File: src/rtl/uart_pkg.sv
// Shared types and helpers for the UART transmit/receive paths.
// Defining UART_TX_PARITY_EN adds an even-parity bit to every transmitted frame.
package uart_pkg;

    typedef enum logic [2:0] {
        IDLE,
        START,
        DATA,
        PARITY,
        STOP
    } tx_state_e;

`ifdef UART_TX_PARITY_EN
    localparam int FRAME_BITS = 11;
`else
    localparam int FRAME_BITS = 10;
`endif

    // Clock cycles per bit, rounded to the nearest integer.
    function automatic int calc_divisor(input int clock_frequency, input int desired_baud_rate);
        return (clock_frequency + desired_baud_rate / 2) / desired_baud_rate;
    endfunction

endpackage

File: src/rtl/uart_fifo.sv
// Synchronous first-word-fall-through FIFO with push/pop, full/empty and occupancy.
// Shared by the UART transmit and receive paths.
module uart_fifo
    import uart_pkg::*;
#(
    parameter int Depth = 8,
    parameter int Width = 8
) (
    input  logic                     clk_i,
    input  logic                     rst_i,
    input  logic                     push_i,
    input  logic [Width-1:0]         data_i,
    input  logic                     pop_i,
    output logic [Width-1:0]         data_o,
    output logic                     full_o,
    output logic                     empty_o,
    output logic [$clog2(Depth):0]   level_o
);

    localparam int AW = $clog2(Depth);
    localparam int LW = AW + 1;

    if (Depth < 2 || Depth > 256 || (Depth & (Depth - 1)) != 0) begin : g_depth_check
        $error("uart_fifo: Depth %0d must be a power of two in 2..256", Depth);
    end

    logic [Width-1:0] r_mem [Depth];
    logic [AW-1:0]    r_wr_ptr;
    logic [AW-1:0]    r_rd_ptr;
    logic [LW-1:0]    r_level;

    logic w_do_push;
    logic w_do_pop;

    assign full_o    = (r_level == LW'(Depth));
    assign empty_o   = (r_level == '0);
    assign level_o   = r_level;
    assign data_o    = r_mem[r_rd_ptr];
    assign w_do_push = push_i & ~full_o;
    assign w_do_pop  = pop_i & ~empty_o;

    // NOTE: storage has no reset; the pointers and level alone decide which entries are live.
    always_ff @(posedge clk_i) begin
        if (w_do_push) begin
            r_mem[r_wr_ptr] <= data_i;
        end
    end

    // NOTE: non-blocking assignments so every flop samples pre-edge values whatever the block order.
    always_ff @(posedge clk_i or posedge rst_i) begin
        if (rst_i) begin
            r_wr_ptr <= '0;
            r_rd_ptr <= '0;
            r_level  <= '0;
        end else begin
            if (w_do_push) begin
                r_wr_ptr <= r_wr_ptr + AW'(1);
            end
            if (w_do_pop) begin
                r_rd_ptr <= r_rd_ptr + AW'(1);
            end
            case ({w_do_push, w_do_pop})
                2'b10:   r_level <= r_level + LW'(1);
                2'b01:   r_level <= r_level - LW'(1);
                default: r_level <= r_level;
            endcase
        end
    end

endmodule

File: src/rtl/uart_tx_fifo.sv
// Buffered 8N1 UART transmitter: valid/ready byte stream into a FIFO, serialised on tx_o.
// Defining UART_TX_PARITY_EN inserts an even-parity bit between the data bits and the stop bit.
module uart_tx_fifo
    import uart_pkg::*;
#(
    parameter int ClockFrequency  = 12_000_000,
    parameter int DesiredBaudRate = 9_600,
    parameter int FifoDepth       = 8,
    parameter int DataWidth       = 8
) (
    input  logic                         clk_i,
    input  logic                         rst_i,
    input  logic [DataWidth-1:0]         data_i,
    input  logic                         valid_i,
    output logic                         ready_o,
    output logic                         tx_o,
    output logic                         busy_o,
    output logic [$clog2(FifoDepth):0]   level_o
);

    localparam int DIVISOR = calc_divisor(ClockFrequency, DesiredBaudRate);
    localparam int BAUD_W  = (DIVISOR < 2) ? 1 : $clog2(DIVISOR);
    localparam int BIT_W   = $clog2(DataWidth);

    if (DIVISOR < 2) begin : g_divisor_check
        $error("uart_tx_fifo: baud divisor %0d is below 2", DIVISOR);
    end
    if (DataWidth != 8) begin : g_width_check
        $error("uart_tx_fifo: DataWidth must be 8, got %0d", DataWidth);
    end

    tx_state_e            r_state;
    logic [BAUD_W-1:0]    r_baud;
    logic [BIT_W-1:0]     r_bit;
    logic [DataWidth-1:0] r_shift;
    logic                 r_tx;

    logic [DataWidth-1:0] w_head;
    logic                 w_full;
    logic                 w_empty;
    logic                 w_push;
    logic                 w_pop;
    logic                 w_baud_done;

    assign ready_o     = ~w_full;
    assign w_push      = valid_i & ~w_full;
    assign w_baud_done = (r_baud == BAUD_W'(DIVISOR - 1));
    // A new byte is taken either from idle or on the last cycle of a stop bit, so frames abut.
    assign w_pop       = ~w_empty & ((r_state == IDLE) | ((r_state == STOP) & w_baud_done));
    assign tx_o        = r_tx;
    assign busy_o      = (r_state != IDLE) | (level_o != '0);

    uart_fifo #(
        .Depth (FifoDepth),
        .Width (DataWidth)
    ) u_fifo (
        .clk_i   (clk_i),
        .rst_i   (rst_i),
        .push_i  (w_push),
        .data_i  (data_i),
        .pop_i   (w_pop),
        .data_o  (w_head),
        .full_o  (w_full),
        .empty_o (w_empty),
        .level_o (level_o)
    );

    always_ff @(posedge clk_i or posedge rst_i) begin
        if (rst_i) begin
            r_baud <= '0;
        end else if (r_state == IDLE || w_baud_done) begin
            r_baud <= '0;
        end else begin
            r_baud <= r_baud + BAUD_W'(1);
        end
    end

`ifdef UART_TX_PARITY_EN
    logic r_parity;

    always_ff @(posedge clk_i or posedge rst_i) begin
        if (rst_i) begin
            r_parity <= 1'b0;
        end else if (w_pop) begin
            r_parity <= ^w_head;
        end
    end
`endif

    // The line flop follows the state one cycle later, keeping tx_o glitch-free.
    always_ff @(posedge clk_i or posedge rst_i) begin
        if (rst_i) begin
            r_state <= IDLE;
            r_bit   <= '0;
            r_shift <= '0;
            r_tx    <= 1'b1;
        end else begin
            case (r_state)
                IDLE: begin
                    r_tx <= 1'b1;
                    if (w_pop) begin
                        r_shift <= w_head;
                        r_state <= START;
                    end
                end
                START: begin
                    r_tx <= 1'b0;
                    if (w_baud_done) begin
                        r_bit   <= '0;
                        r_state <= DATA;
                    end
                end
                DATA: begin
                    r_tx <= r_shift[0];
                    if (w_baud_done) begin
                        r_shift <= r_shift >> 1;
                        r_bit   <= r_bit + BIT_W'(1);
                        if (r_bit == BIT_W'(DataWidth - 1)) begin
`ifdef UART_TX_PARITY_EN
                            r_state <= PARITY;
`else
                            r_state <= STOP;
`endif
                        end
                    end
                end
`ifdef UART_TX_PARITY_EN
                PARITY: begin
                    r_tx <= r_parity;
                    if (w_baud_done) begin
                        r_state <= STOP;
                    end
                end
`endif
                STOP: begin
                    r_tx <= 1'b1;
                    if (w_pop) begin
                        r_shift <= w_head;
                        r_state <= START;
                    end else if (w_baud_done) begin
                        r_state <= IDLE;
                    end
                end
                default: begin
                    r_tx    <= 1'b1;
                    r_state <= IDLE;
                end
            endcase
        end
    end

endmodule

File: config.mk
export PLATFORM = sky130hd
export DESIGN_NAME = uart_tx_fifo
export DESIGN_NICKNAME = d
export VERILOG_FILES = /design/src/rtl/uart_pkg.sv /design/src/rtl/uart_fifo.sv /design/src/rtl/uart_tx_fifo.sv
export SDC_FILE = /design/constraint.sdc
export NUM_CORES = 1
export LEC_CHECK = 0
export BUFFER_PORTS_ARGS = -buffer_cell sky130_fd_sc_hd__buf_2
export CORE_AREA = 5 5 95 97
export CTS_CLUSTER_DIAMETER = 30
export DETAILED_ROUTE_END_ITERATION = 7
export DIE_AREA = 0 0 100 102
export PLACE_DENSITY = 0.71
export SYNTH_ARGS = -nofsm -noshare
export SYNTH_HDL_FRONTEND = slang
export SYNTH_SLANG_ARGS = --single-unit
File: constraint.sdc
create_clock -name clk_i -period 3.8 [get_ports clk_i]
set_clock_uncertainty 0.2 [all_clocks]
set_input_delay 0.95 -clock clk_i [delete_from_list [all_inputs] [get_ports clk_i]]
set_output_delay 0.95 -clock clk_i [all_outputs]
set_load 0.1 [all_outputs]
==> results_dict.tcl, run 1 <==
set metrics [dict create \
    ff2ff_setup_slack_ps 610 \
    slew_headroom 0.430 \
    p_clk_frac 0.267 \
    ys_types 41 \
    synthTopCellsByArea "edfxtp_1, dfrtp_1, mux4_2" \
    place_hpwl_um 4840 \
    required_ps 3860 \
    synth.top_cell.area_share 0.446 \
    placementRows 33 \
    leakage_nw 1.80 \
    synth_area_leader_cell "edfxtp_1" \
    comb_power_share 0.194 \
    htree_num_levels 3 \
    core_region_area_um2 8050 \
    critPathBufInv 1 \
    start_kind "flop" \
    cts_tree "built" \
    synth_fp_nets 300 \
    p_sw_w 0.000852 \
    worst-endpoint-arrival_ps 3260 \
    place_ws_ps 610 \
    synth_edf_count 64 \
    grt_max_degree 22 \
    worstSkewPairLatency_ps 370 \
    synth-seq-area-share 0.655 \
    firstDrtPassIters 4 \
    power_frac_seq 0.539 \
    path_class "reg2reg" \
    cts_hold_buf 0 \
    cts.clk_slew.worst_paths_ps 110 \
    insertedDiodeCount 0 \
    dominantRegCellSynth "edfxtp_1" \
    grt_antenna_before_repair 0 \
    p_per_area_nw_per_um2 540 \
    wl_per_cell_um 17.3 \
    start_util 0.535 \
    fin_crit_sh 0.841 \
    path_delay_family "simple AND/OR/NAND/NOR gates" \
    root_buffer "clkbuf_8" \
    max_stage_delay_ps 570 \
    sw_frac_of_total 0.332 \
    hold_violations 0 \
    areaGrowthSynthToFinish_pct 10.2 \
    grt_use_total 0.160 \
    path_common_cell "ha_1" \
    cts_setup_buffers 0 \
    finalSetupTns_ps 0 \
    hold_class "reg2reg" \
    worst_slew_pin_slew_ps 853 \
    synthArstFlopShare 0.360 \
    die_area_um2 10200 \
    clockBufferDepth 2 \
    setup_ws_ps 606 \
    grt_pass1_wl_um 12200 \
    rsz0062_at_grt "false" \
    critPathCaptureType "flop" \
    finalNetCount 329 \
    slew_viol_final 0 \
    layout-drive-gt1-share 0.243 \
    detail-route-antenna-nets 0 \
    maxCapViolations 0 \
    fmax_mhz 313 \
    status "finished, final reports clean" \
    layout_min_cycle_time_ps 3190 \
    syn-cell-area_um2 4310 \
    gp_congestion 0.723 \
    drt_iter0_markers 88 \
    die-height_um 102 \
    via_count 2272 \
    syn_inst 279 \
    num_io_pins 18 \
    fill_cells 628 \
    grt_overflow_total 0 \
    power.internal_w 0.00171 \
    via_per_inst 5.44 \
    avgSynthCellArea_um2 15.4 \
    cp_slowest_cell "or4_4" \
    clock-sinks 100 \
    grt_pass1_vias 2349 \
    yosys_warnings 0 \
    setup_viol 0 \
    dieWidth_um 100 \
    holdWs_ps 320 \
    routed_wl_um 7250 \
    crit_path_max_fanout 9 \
    cts_resized 0 \
    worstPathCellList "or2_1 > or4_4 > a211o_4 > inv_1 > ha_1 > ha_1 > a21o_1 > a21oi_1 > xnor2_1 > nor2_1 > xor2_1" \
    peakVddDrop_uv 355 \
    drc_errors 0 \
    port_buffers 17 \
    synth_seq_cells 100 \
    numCtsBuffers 9 \
]
-- sequential cells by signal (all words and copies together), names as in the netlist --
register         cells
u_fifo.r_mem        64
r_baud              11
r_shift              8
u_fifo.level_o       4
r_bit                3
r_state              3
u_fifo.r_rd_ptr      3
u_fifo.r_wr_ptr      3
tx_o                 1
-- metrics by stage --
| step | power (W) | util | std cells | cell area, µm² |
|---|---|---|---|---|
| global placement | 0.00190 | 0.564 | 402 | 4540 |
| CTS | 0.00259 | 0.590 | 418 | 4750 |
| global route | 0.00269 | 0.590 | 418 | 4750 |
| finish | 0.00257 | 0.590 | 418 | 4750 |
| detailed placement | 0.00191 | 0.564 | 402 | 4540 |
| floorplan | 0.00176 | - | 279 | 4310 |
-- final timing paths --
path	startpoint	end	depth (start not counted)
worst max-delay path	r_baud[9]	u_fifo.level_o[3]	11
worst min-delay path	r_shift[1]	r_shift[1]	1
worst max register to register	r_baud[9]	u_fifo.level_o[3]	11
worst min register to register	r_shift[1]	r_shift[1]	1
max in group asynchronous	rst_i	r_baud[2]	3
min in group asynchronous	rst_i	r_baud[9]	2
-- logic make-up after synthesis --
logic type      synth area share
mux                        0.130
xor+xnor                  0.0345
fa+ha+maj                 0.0308
compound gates            0.0406
simple gates              0.0865
buf+inv                   0.0226
flops                      0.655
-- per-layer routing --
layer / up-vias / GRT usage / routed length [µm]
met3: 10 / 0.0539 / 286
li1: 1091 / - / -
met4: 0 / 0.0477 / 89
met5: - / 0 / 0
met2: 38 / 0.273 / 3790
met1: 1133 / 0.195 / 3080
-- area by class of cell --
type | instances | area [µm²] | share of cell area
multi-input combinational | 162 | 1390 | 0.292
clock buffer | 9 | 124 | 0.0261
sequential | 100 | 2820 | 0.595
inverter | 7 | 26.3 | 0.00553
timing repair buffer | 28 | 168 | 0.0353
tap | 105 | 131 | 0.0277
clock inverter | 7 | 86.3 | 0.0182
-- power groups by stage --
stage	Clock (W)	Combinational (W)	Sequential, W
after floorplan	0	0.000222	0.00154
final	0.000684	0.000498	0.00138
after global routing	0.000753	0.000532	0.00140
after CTS	0.000703	0.000508	0.00138
after detailed placement	0	0.000507	0.00141
after global placement	0	0.000498	0.00140
-- cell usage after synthesis, types with 2 or more instances --
library cell,count
nor3_1,5
nand3_1,7
inv_1,7
nand2b_1,5
edfxtp_1,64
a31oi_1,2
a21o_1,2
and3_1,2
nor2_1,29
nand2_1,13
or2_2,2
o2bb2ai_1,3
o21ai_0,3
a21oi_1,12
clkbuf_1,3
clkbuf_8,2
nand3b_1,2
nor2b_1,2
nor4_1,4
mux2i_1,9
xor2_1,6
buf_2,2
ha_1,9
mux4_2,16
mux2_4,2
mux2_2,7
dfrtp_1,35
xnor2_1,11
-- placed cells by master (no fill, tap or decap), types with 11 or more instances in the layout --
cell type	n
a21oi_1	12
buf_2	17
buf_4	11
dfrtp_1	35
edfxtp_1	64
mux4_2	16
nand2_1	13
nor2_1	29
xnor2_1	11
Note: power is estimated with default switching activity, not from simulation.
==> run 2, diff against run 1 <==
Settings changed: PLACE_DENSITY 0.71 to 0.74.
Clock period 3.8 ns to 2.9 ns, I/O delays scaled along.
==> run 2 against run 1 <==
Compared with the run above:
- die area stayed put
- sequential share of layout area is 1.6 points lower
- critical path depth is 2 higher
- flip-flop and latch count stayed put
- register-to-register slack worse by 580 ps
==> results_dict.tcl, run 2 (synthesis results as in run 1) <==
set metrics [dict create \
    status "finished, final reports clean" \
    root_buffer "clkbuf_8" \
    leakage_nw 1.87 \
    placementRows 33 \
    layout_min_cycle_time_ps 2880 \
    layout_common_cells "edfxtp_1, dfrtp_1, nor2_1" \
    grt_max_degree 37 \
    detail-route-antenna-nets 0 \
    seqCellArea_um2 2830 \
    grt_use_total 0.162 \
    p_per_area_nw_per_um2 697 \
    cts_tree "built" \
    cts.clk_slew.worst_paths_ps 90 \
    num_io_pins 18 \
    path_class "reg2reg" \
    port_buffers 17 \
    drc_errors 0 \
    slew_headroom 0.258 \
    place_hpwl_um 4970 \
    setup_viol 0 \
    rsz0062_at_grt "true" \
    fmax_mhz 348 \
    finalNetCount 343 \
    p_total_w 0.00341 \
    grt_pass1_wl_um 12500 \
    firstDrtPassIters 4 \
    dieWidth_um 100 \
    areaGrowthSynthToFinish_pct 13.5 \
    start_kind "flop" \
    htree_num_levels 3 \
    core_region_area_um2 8050 \
    critPathCaptureType "flop" \
    via_per_inst 5.47 \
    grt_antenna_before_repair 0 \
    via_count 2362 \
    top_register "u_fifo.r_mem" \
    maxCapViolations 0 \
    start_util 0.535 \
    holdWs_ps 257 \
    gp_congestion 0.770 \
    fill_cells 587 \
    wl_per_cell_um 17.2 \
    clock-sinks 100 \
    clockBufferDepth 2 \
    hold_class "in2async" \
    crit_path_max_fanout 3 \
    routed_wl_um 7420 \
    required_ps 2940 \
    slew_viol_final 0 \
    largest_reg_flops 64 \
    numCtsBuffers 9 \
    die-height_um 102 \
    peakVddDrop_uv 670 \
    layout-drive-gt1-share 0.303 \
    grt_overflow_total 0 \
    hold_violations 0 \
    fin_crit_sh 0.991 \
    worst-endpoint-arrival_ps 2920 \
    reg.largest.list "u_fifo.r_mem (64), r_baud (11), r_shift (8)" \
    insertedDiodeCount 0 \
    multi_input_area_um2 1430 \
    worstSkewPairLatency_ps 360 \
    die_area_um2 10200 \
    worst_slew_pin_slew_ps 1100 \
    drt_iter0_markers 186 \
    final_common_cell "edfxtp_1" \
    grt_pass1_vias 2445 \
]
run 2: changes by cell type in the layout (fill, tap and decap cells not counted), moves of 2 or more:
cell | previous run | this run
clkinv_8 | 2 | 0
dfrtp_1 | 35 | 31
ha_4 | 0 | 2
buf_4 | 11 | 25
ha_1 | 9 | 7
dfrtp_2 | 0 | 4
run 2: final cells by class:
cell class,count,area share
Clock inverter,6,0.0146
Clock buffer,10,0.0261
Sequential cell,100,0.578
Timing Repair Buffer,42,0.0558
Multi-Input combinational cell,162,0.293
Inverter,7,0.00588
Tap cell,105,0.0269
run 2: worst paths after layout:
check	endpoint	depth (start not counted)	startpoint	slack, ps
min in group clk_i	r_shift[5]	1	r_shift[5]	320
min	r_baud[4]	3	rst_i	260
max	u_fifo.level_o[3]	13	r_baud[1]	20
max in group asynchronous	u_fifo.level_o[2]	3	rst_i	1900
max reg2reg	u_fifo.level_o[3]	13	r_baud[1]	20
min reg2reg	r_shift[5]	1	r_shift[5]	320
run 2: through the flow:
stage          setup WS [ps]  TNS [ps]   util  std cells  instance area (µm²)
2_1_floorplan          -53.0     -62.5      -        279                 4340
3_3_place_gp            80.0         0  0.580        415                 4670
3_5_place_dp            13.3         0  0.580        415                 4670
4_1_cts                0.961         0  0.606        432                 4880
5_1_grt                 -115      -115  0.608        432                 4890
6_report                25.0         0  0.608        432                 4890
run 2: layer usage:
layer | vias up | part of all wire | track usage
li1 | 1123 | - | -
met1 | 1174 | 0.46 | 0.221
met2 | 53 | 0.49 | 0.260
met3 | 12 | 0.046 | 0.0328
met4 | 0 | 0.013 | 0.0674
met5 | - | 0 | 0
run 2: report_power, final:
part	switching (W)	internal [W]
Sequential	0.000115	0.00171
Combinational	0.000481	0.000214
Clock	0.000478	0.000410
run 2: worst max-delay path, cell delays in order, from the launching register on:
cell,delay [ps]
dfrtp_1,380
inv_1,60
ha_1,130
nand4bb_1,130
or4_4,450
a211o_4,350
inv_4,70
ha_4,150
ha_4,190
a21o_1,180
a21oi_2,130
xnor2_1,130
nor2_1,70
xor2_1,130
run 2: what timing repair did:
item | CTS | global route
buffers inserted | 1 | 0
gates resized for setup | 0 | 1
hold buffers | 0 | 0
endpoints found under the setup margin | 1 | 1
